--- src/rtl/mux_sel_pipe.sv ---
//------------------------------------------------------------------------------
// Module   : mux_sel_pipe
// Brief    : Registered N:1 channel select with a two-entry skid output stage.
//            Optional error counter enabled by macro MUX_SEL_ERRCNT_EN.
// Revision : 1.0  initial release
//------------------------------------------------------------------------------
`default_nettype none

module mux_sel_pipe #(
  parameter int WIDTH  = 16,
  parameter int NUM_IN = 3,
  parameter int SEL_W  = 3
) (
  input  logic                    CLK,
  input  logic                    RST,
  input  logic [WIDTH*NUM_IN-1:0] D,
  input  logic [SEL_W-1:0]        S,
  input  logic                    IN_VALID,
  output logic                    IN_READY,
  output logic [WIDTH-1:0]        O,
  output logic                    SEL_ERR,
  output logic                    OUT_VALID,
  input  logic                    OUT_READY,
  output logic [7:0]              ERR_CNT
);

  typedef enum logic [1:0] {
    ST_EMPTY = 2'd0,
    ST_ONE   = 2'd1,
    ST_TWO   = 2'd2
  } state_t;

  state_t           state_q, state_d;
  logic [WIDTH-1:0] out_data_q, out_data_d;
  logic             out_err_q, out_err_d;
  logic [WIDTH-1:0] skid_data_q, skid_data_d;
  logic             skid_err_q, skid_err_d;

  logic [WIDTH-1:0] w_sel_data;
  logic             w_sel_err;
  logic             w_in_xfer;
  logic             w_out_xfer;

  // Out-of-range selects capture zero so downstream never sees stale channel data.
  always_comb begin
    w_sel_data = '0;
    for (int k = 0; k < NUM_IN; k++) begin
      if (int'(S) == k) begin
        w_sel_data = D[k*WIDTH +: WIDTH];
      end
    end
    w_sel_err = (int'(S) >= NUM_IN);
  end

  assign IN_READY   = (state_q != ST_TWO);
  assign OUT_VALID  = (state_q != ST_EMPTY);
  assign w_in_xfer  = IN_VALID & IN_READY;
  assign w_out_xfer = OUT_VALID & OUT_READY;
  assign O          = out_data_q;
  assign SEL_ERR    = out_err_q;

  always_comb begin
    state_d     = state_q;
    out_data_d  = out_data_q;
    out_err_d   = out_err_q;
    skid_data_d = skid_data_q;
    skid_err_d  = skid_err_q;
    case (state_q)
      ST_EMPTY: begin
        if (w_in_xfer) begin
          state_d    = ST_ONE;
          out_data_d = w_sel_data;
          out_err_d  = w_sel_err;
        end
      end
      ST_ONE: begin
        if (w_in_xfer && w_out_xfer) begin
          out_data_d = w_sel_data;
          out_err_d  = w_sel_err;
        end else if (w_in_xfer) begin
          state_d     = ST_TWO;
          skid_data_d = w_sel_data;
          skid_err_d  = w_sel_err;
        end else if (w_out_xfer) begin
          state_d = ST_EMPTY;
        end
      end
      ST_TWO: begin
        if (w_out_xfer) begin
          state_d    = ST_ONE;
          out_data_d = skid_data_q;
          out_err_d  = skid_err_q;
        end
      end
      default: state_d = ST_EMPTY;
    endcase
  end

  always_ff @(posedge CLK) begin
    if (RST) begin
      state_q     <= ST_EMPTY;
      out_data_q  <= '0;
      out_err_q   <= 1'b0;
      skid_data_q <= '0;
      skid_err_q  <= 1'b0;
    end else begin
      state_q     <= state_d;
      out_data_q  <= out_data_d;
      out_err_q   <= out_err_d;
      skid_data_q <= skid_data_d;
      skid_err_q  <= skid_err_d;
    end
  end

`ifdef MUX_SEL_ERRCNT_EN
  logic [7:0] err_cnt_q;

  always_ff @(posedge CLK) begin
    if (RST) begin
      err_cnt_q <= 8'd0;
    end else if (w_in_xfer && w_sel_err && (err_cnt_q != 8'hFF)) begin
      err_cnt_q <= err_cnt_q + 8'd1;
    end
  end

  assign ERR_CNT = err_cnt_q;
`else
  assign ERR_CNT = 8'd0;
`endif

endmodule

`default_nettype wire

--- config.mk ---
export PLATFORM = sky130hd
export DESIGN_NAME = mux_sel_pipe
export DESIGN_NICKNAME = d
export VERILOG_FILES = /design/src/rtl/mux_sel_pipe.sv
export SDC_FILE = /design/constraint.sdc
export NUM_CORES = 1
export LEC_CHECK = 0
export ABC_AREA = 1
export CAP_MARGIN = 20
export CORE_MARGIN = 2
export CORE_UTILIZATION = 30
export CTS_CLUSTER_DIAMETER = 100
export CTS_CLUSTER_SIZE = 30
export DETAILED_ROUTE_END_ITERATION = 10
export GPL_ROUTABILITY_DRIVEN = 0
export RECOVER_POWER = 25
export SLEW_MARGIN = 15
export SYNTH_ARGS = -nofsm -noshare
export SYNTH_HDL_FRONTEND = slang
export SYNTH_SLANG_ARGS = --single-unit
--- constraint.sdc ---
create_clock -name CLK -period 2.26 [get_ports CLK]
set_clock_uncertainty 0.2 [all_clocks]
set_input_delay 0.226 -clock CLK [delete_from_list [all_inputs] [get_ports CLK]]
set_output_delay 0.226 -clock CLK [all_outputs]
set_load 0.02 [all_outputs]
### Word-level counts from Yosys, hierarchy flattened

Index checks and enable logic that the tools add are counted.

* muxes and demuxes: 17
* reduce and logical (&&, ||, !) cells: 8
* eq/ne operators: 10
* magnitude comparators: 1
* bitwise logic cells: 3

Operators by type and width (number)
* $mux W16: 6
* $pmux W16 S3: 1
* $mux W2: 5
* $ne A2 B2 Y1 const B: 5
* $reduce_and A4 Y1: 2
* $pmux W2 S3: 1
* $eq A3 B2 Y1 const B: 1
* $eq A3 B3 Y1 const B: 1
* $ge A3 B2 Y1 const B: 1
* $logic_not A3 Y1: 1
* $mux W1: 3
* $ne A3 B3 Y1 const B: 1
* $pmux W1 S3: 1
* $reduce_and A3 Y1: 1
* $reduce_bool A3 Y1: 1
* $and A1 B1 Y1: 2
* $eq A2 B1 Y1 const B: 1
* $eq A2 B2 Y1 const B: 1
* $logic_not A2 Y1: 1
* $reduce_bool A2 Y1: 1
* $logic_and A1 B1 Y1: 1
* $not A1 Y1: 1

* logic and storage cells: 44
* bits of input ports: 55
* output and inout bits: 27
* register bits after elaboration: 36

### Depth between registers and ports, before layout

* depth after elaboration: 6
* gate-level depth with buffers: 8
* depth with buffers taken out: 7

### Worst setup path before layout

Ideal clock, no wire load.

* path kind: flip-flop to flip-flop
* start point: register state_q[1]
* end point: register out_data_q[1], in the netlist O[1]
* path buffers: 1
* cell stages (with the launch flop): 9
* slack: 0.881 ns
* library setup time: 0.116 ns
* clock period less this slack: 1.379 ns
* required time: 1.944 ns
* data arrival time: 1.063 ns
* cells stage by stage: dfxtp_1 -> inv_2 -> nand2_2 -> nand2_2 -> nand2_4 -> buf_6 -> nand2_1 -> nand2_1 -> a21oi_2

* word-level cells in the longest chain between the ends: 5
* elaborated cells between the ends (all ways): 14
* those cells by class: eq/ne: 6; mux: 1; bitwise: 2; reduce/logical: 5

RTL lines
* start, declared: RTL line 33 `state_t state_q, state_d;`
* start signal, assigned: RTL line 107 `state_q <= state_d;`
* $reduce_bool A2 Y1 (*): RTL line 56 `assign OUT_VALID = (state_q != ST_EMPTY);`
* via OUT_VALID: RTL line 22 `output logic OUT_VALID,`
* $and A1 B1 Y1 (*): RTL line 58 `assign w_out_xfer = OUT_VALID & OUT_READY;`
* $logic_and A1 B1 Y1: RTL line 77 `if (w_in_xfer && w_out_xfer) begin`
* $ne A2 B2 Y1 (no source line)
* $reduce_and A4 Y1 (no source line) (*)
* end signal, assigned: RTL line 108 `out_data_q <= out_data_d;`
* end, declared: RTL line 34 `logic [WIDTH-1:0] out_data_q, out_data_d;`

Mark *: on every way through the listed nets, which the timed path passes. The rest lies on a longest branch.
A chain may end at the register's enable or synchronous reset.

### Worst setup path after layout

* start point: register state_q[1]
* end point: output port OUT_VALID

* word-level cells in the longest chain between the ends: 1

RTL lines (RTL line)
* $reduce_bool A2 Y1: 56
* end, declared: 22

No other way between the ends.

==> impl_metrics.json <==
{
  "fin_crit_ns": 1.98,
  "diodes": 0,
  "setup.worst_path.class": "flop to output pin",
  "synth-seq-cells": 36,
  "vias": 2250,
  "slew_headroom_pct": 57.1,
  "layout_commonest_cell": "clkdlybuf4s50_1",
  "netlist_instances": 340,
  "synth.distinct_cells": 23,
  "critPathLaunch": "state_q[1]",
  "track_usage_pct": 14.7,
  "cts_tree": "done",
  "antenna_left": 0,
  "area_growth_pct": 38.7,
  "cp.arrival_ns": 1.56,
  "r2r_start": "state_q[1]",
  "r2r_slack_ns": 0.46,
  "die-area_um2": 8050,
  "holdPathEnd": "skid_err_q",
  "period_share_pct": 87.7,
  "dpl.hpwl_mm": 4.26,
  "worst_slack_ns": 0.278,
  "ys_seq_area_share_pct": 32.7,
  "p_leak_nw": 1.27,
  "wl_per_cell_um": 11.8,
  "initial_core_util_pct": 30.7,
  "cts_root_buffer": "clkbuf_8",
  "post-route-drc-count": 0,
  "pin_count": 82,
  "min_path_type": "flop to flop",
  "cts_hold_buf": 0,
  "drive_gt1_share_pct": 6.40,
  "power_density_nw_per_um2": 570,
  "gr-usage-met2_pct": 20.5,
  "busiest_layer": "met1",
  "grt_max_degree": 35,
  "rr_worst_depth": 7,
  "final_cell_mix": "72 x clkdlybuf4s50_1, 58 x nand2_1, 52 x nor2_1",
  "placedCellCount": 497,
  "grt_pass1_wl_mm": 9.73,
  "finalSetupViolCount": 0,
  "fillers": 755,
  "dieWidth_um": 89.7,
  "maxCapViolations": 0,
  "rows": 31,
  "syn_area_per_cell_um2": 6.48,
  "met3_usage_pct": 3.69,
  "hp-start": "skid_err_q",
  "yosysWarnings": 0,
  "status": "completed",
  "grt_overflow_total": 0,
  "end_kind": "output pin",
  "max_freq_ghz": 0.505,
  "die_y_um": 89.7,
  "fin_nets": 460,
  "viasPerCell": 4.46,
  "hold_violations": 0,
  "setup_tns_ns": 0,
  "maxSlewViolCount": 0,
  "cts.repair.resized": 0,
  "worstMarginPinSlew_ns": 0.642,
  "start_kind": "flop",
  "grt_pass1_vias": 1964,
  "firstDrtPassIters": 4,
  "ir_worst_vdd_mv": 0.234,
  "crit_path_max_fanout": 6,
  "clock-sinks": 36,
  "instances_no_fill": 505,
  "core_area_um2": 7180,
  "clk_path_buf_depth": 2,
  "numCtsBuffers": 5,
  "cts_setup_buffers": 0,
  "htreeDepth": 2,
  "r2r-end": "O[6]",
  "required_ns": 1.83,
  "drt-total-wl_mm": 5.98,
  "preCtsSetupSlack_ns": 0.383,
  "synth_area_um2": 2200,
  "clock_latency_ns": 0.29,
  "met1_usage_pct": 22.3,
  "antenna_found_initial": 0,
  "clk_pin_slew_worst_paths_ns": 0.07,
  "portBuffers": 73,
  "min_path_cells": 2,
  "drt-initial-drc-count": 192,
  "rsz0062_at_grt": "false",
  "total_power_w": 0.00174
}
[per-layer routing]
layer	vias to the layer above	share of wire (%)	wire [um]
li1	1197	-	-
met1	962	50	2990
met2	86	41	2460
met3	5	7.8	464
met4	0	1.0	60
met5	-	0	0
[power breakdown]
part / switching [W] / leakage, nW / internal (W)
registers: 0.0000204 / 0.295 / 0.000675
clock network: 0.000237 / 0.0645 / 0.000389
logic: 0.000219 / 0.909 / 0.000201
[synthesized netlist by cell type]
master | count | area [um2]
nand2_1 | 56 | 210
nor2_1 | 51 | 191
inv_1 | 40 | 150
dfxtp_1 | 36 | 721
nand3_1 | 35 | 175
a21oi_1 | 29 | 145
o21ai_0 | 29 | 145
nand3b_1 | 15 | 113
buf_4 | 11 | 82.6
buf_2 | 7 | 35.0
a21oi_2 | 6 | 52.6
buf_6 | 4 | 45.0
clkbuf_1 | 4 | 15.0
nand2_2 | 3 | 18.8
nor2_4 | 3 | 33.8
o21ai_1 | 3 | 15.0
clkbuf_2 | 2 | 10.0
clkbuf_8 | 1 | 13.8
conb_1 | 1 | 3.75
inv_2 | 1 | 3.75
nand2_4 | 1 | 11.3
nand4_1 | 1 | 6.26
nor2_2 | 1 | 6.26
[state kept, by name, indices dropped and copies added (netlist names)]
signal and cells:
O 16, skid_data_q 16, state_q 2, SEL_ERR 1, skid_err_q 1
[layout make-up]
cell class / count / area [um2] / area share [%]
Multi-Input combinational cell: 241 / 1140 / 37.2
Timing Repair Buffer: 80 / 796 / 26.0
Sequential cell: 36 / 721 / 23.6
Inverter: 41 / 154 / 5.03
Tap cell: 99 / 124 / 4.05
Clock buffer: 7 / 96.3 / 3.15
Clock inverter: 1 / 30.0 / 0.982
[critical path, stage by stage (launching register included)]
cell	delay [ns]
dfxtp_1	0.46
inv_1	0.09
nand2_1	0.11
clkdlybuf4s50_1	0.61
[cells by family (layout without fill, tap and decap cells)]
| group | after synthesis | after routing | synth area share, % |
|---|---|---|---|
| buffers and inverters | 70 | 129 | 16.1 |
| AND/OR/NAND/NOR | 166 | 166 | 34.8 |
| AO/OA/AOI/OAI | 67 | 67 | 16.2 |
| other | 1 | 8 | 0.170 |
| flip-flops | 36 | 36 | 32.7 |
[worst max path at each step]
stage                                end  slack, ns  cells after the start
after global placement    skid_data_q[8]       0.43                      6
after detailed placement  skid_data_q[8]       0.38                      6
after CTS                      OUT_VALID       0.31                      3
after global routing           OUT_VALID       0.19                      3
after floorplan                     O[1]       0.88                      8
final                          OUT_VALID       0.28                      3
[through the flow]
stage / hold slack (ns) / utilization [%] / area [um2]
2_1_floorplan: 0.0951 / - / 2230
3_3_place_gp: 0.274 / 41.1 / 2950
3_5_place_dp: 0.274 / 41.1 / 2950
4_1_cts: 0.291 / 42.8 / 3070
5_1_grt: 0.304 / 42.6 / 3060
6_report: 0.285 / 42.6 / 3060
Power figures use the tool's default switching activity.
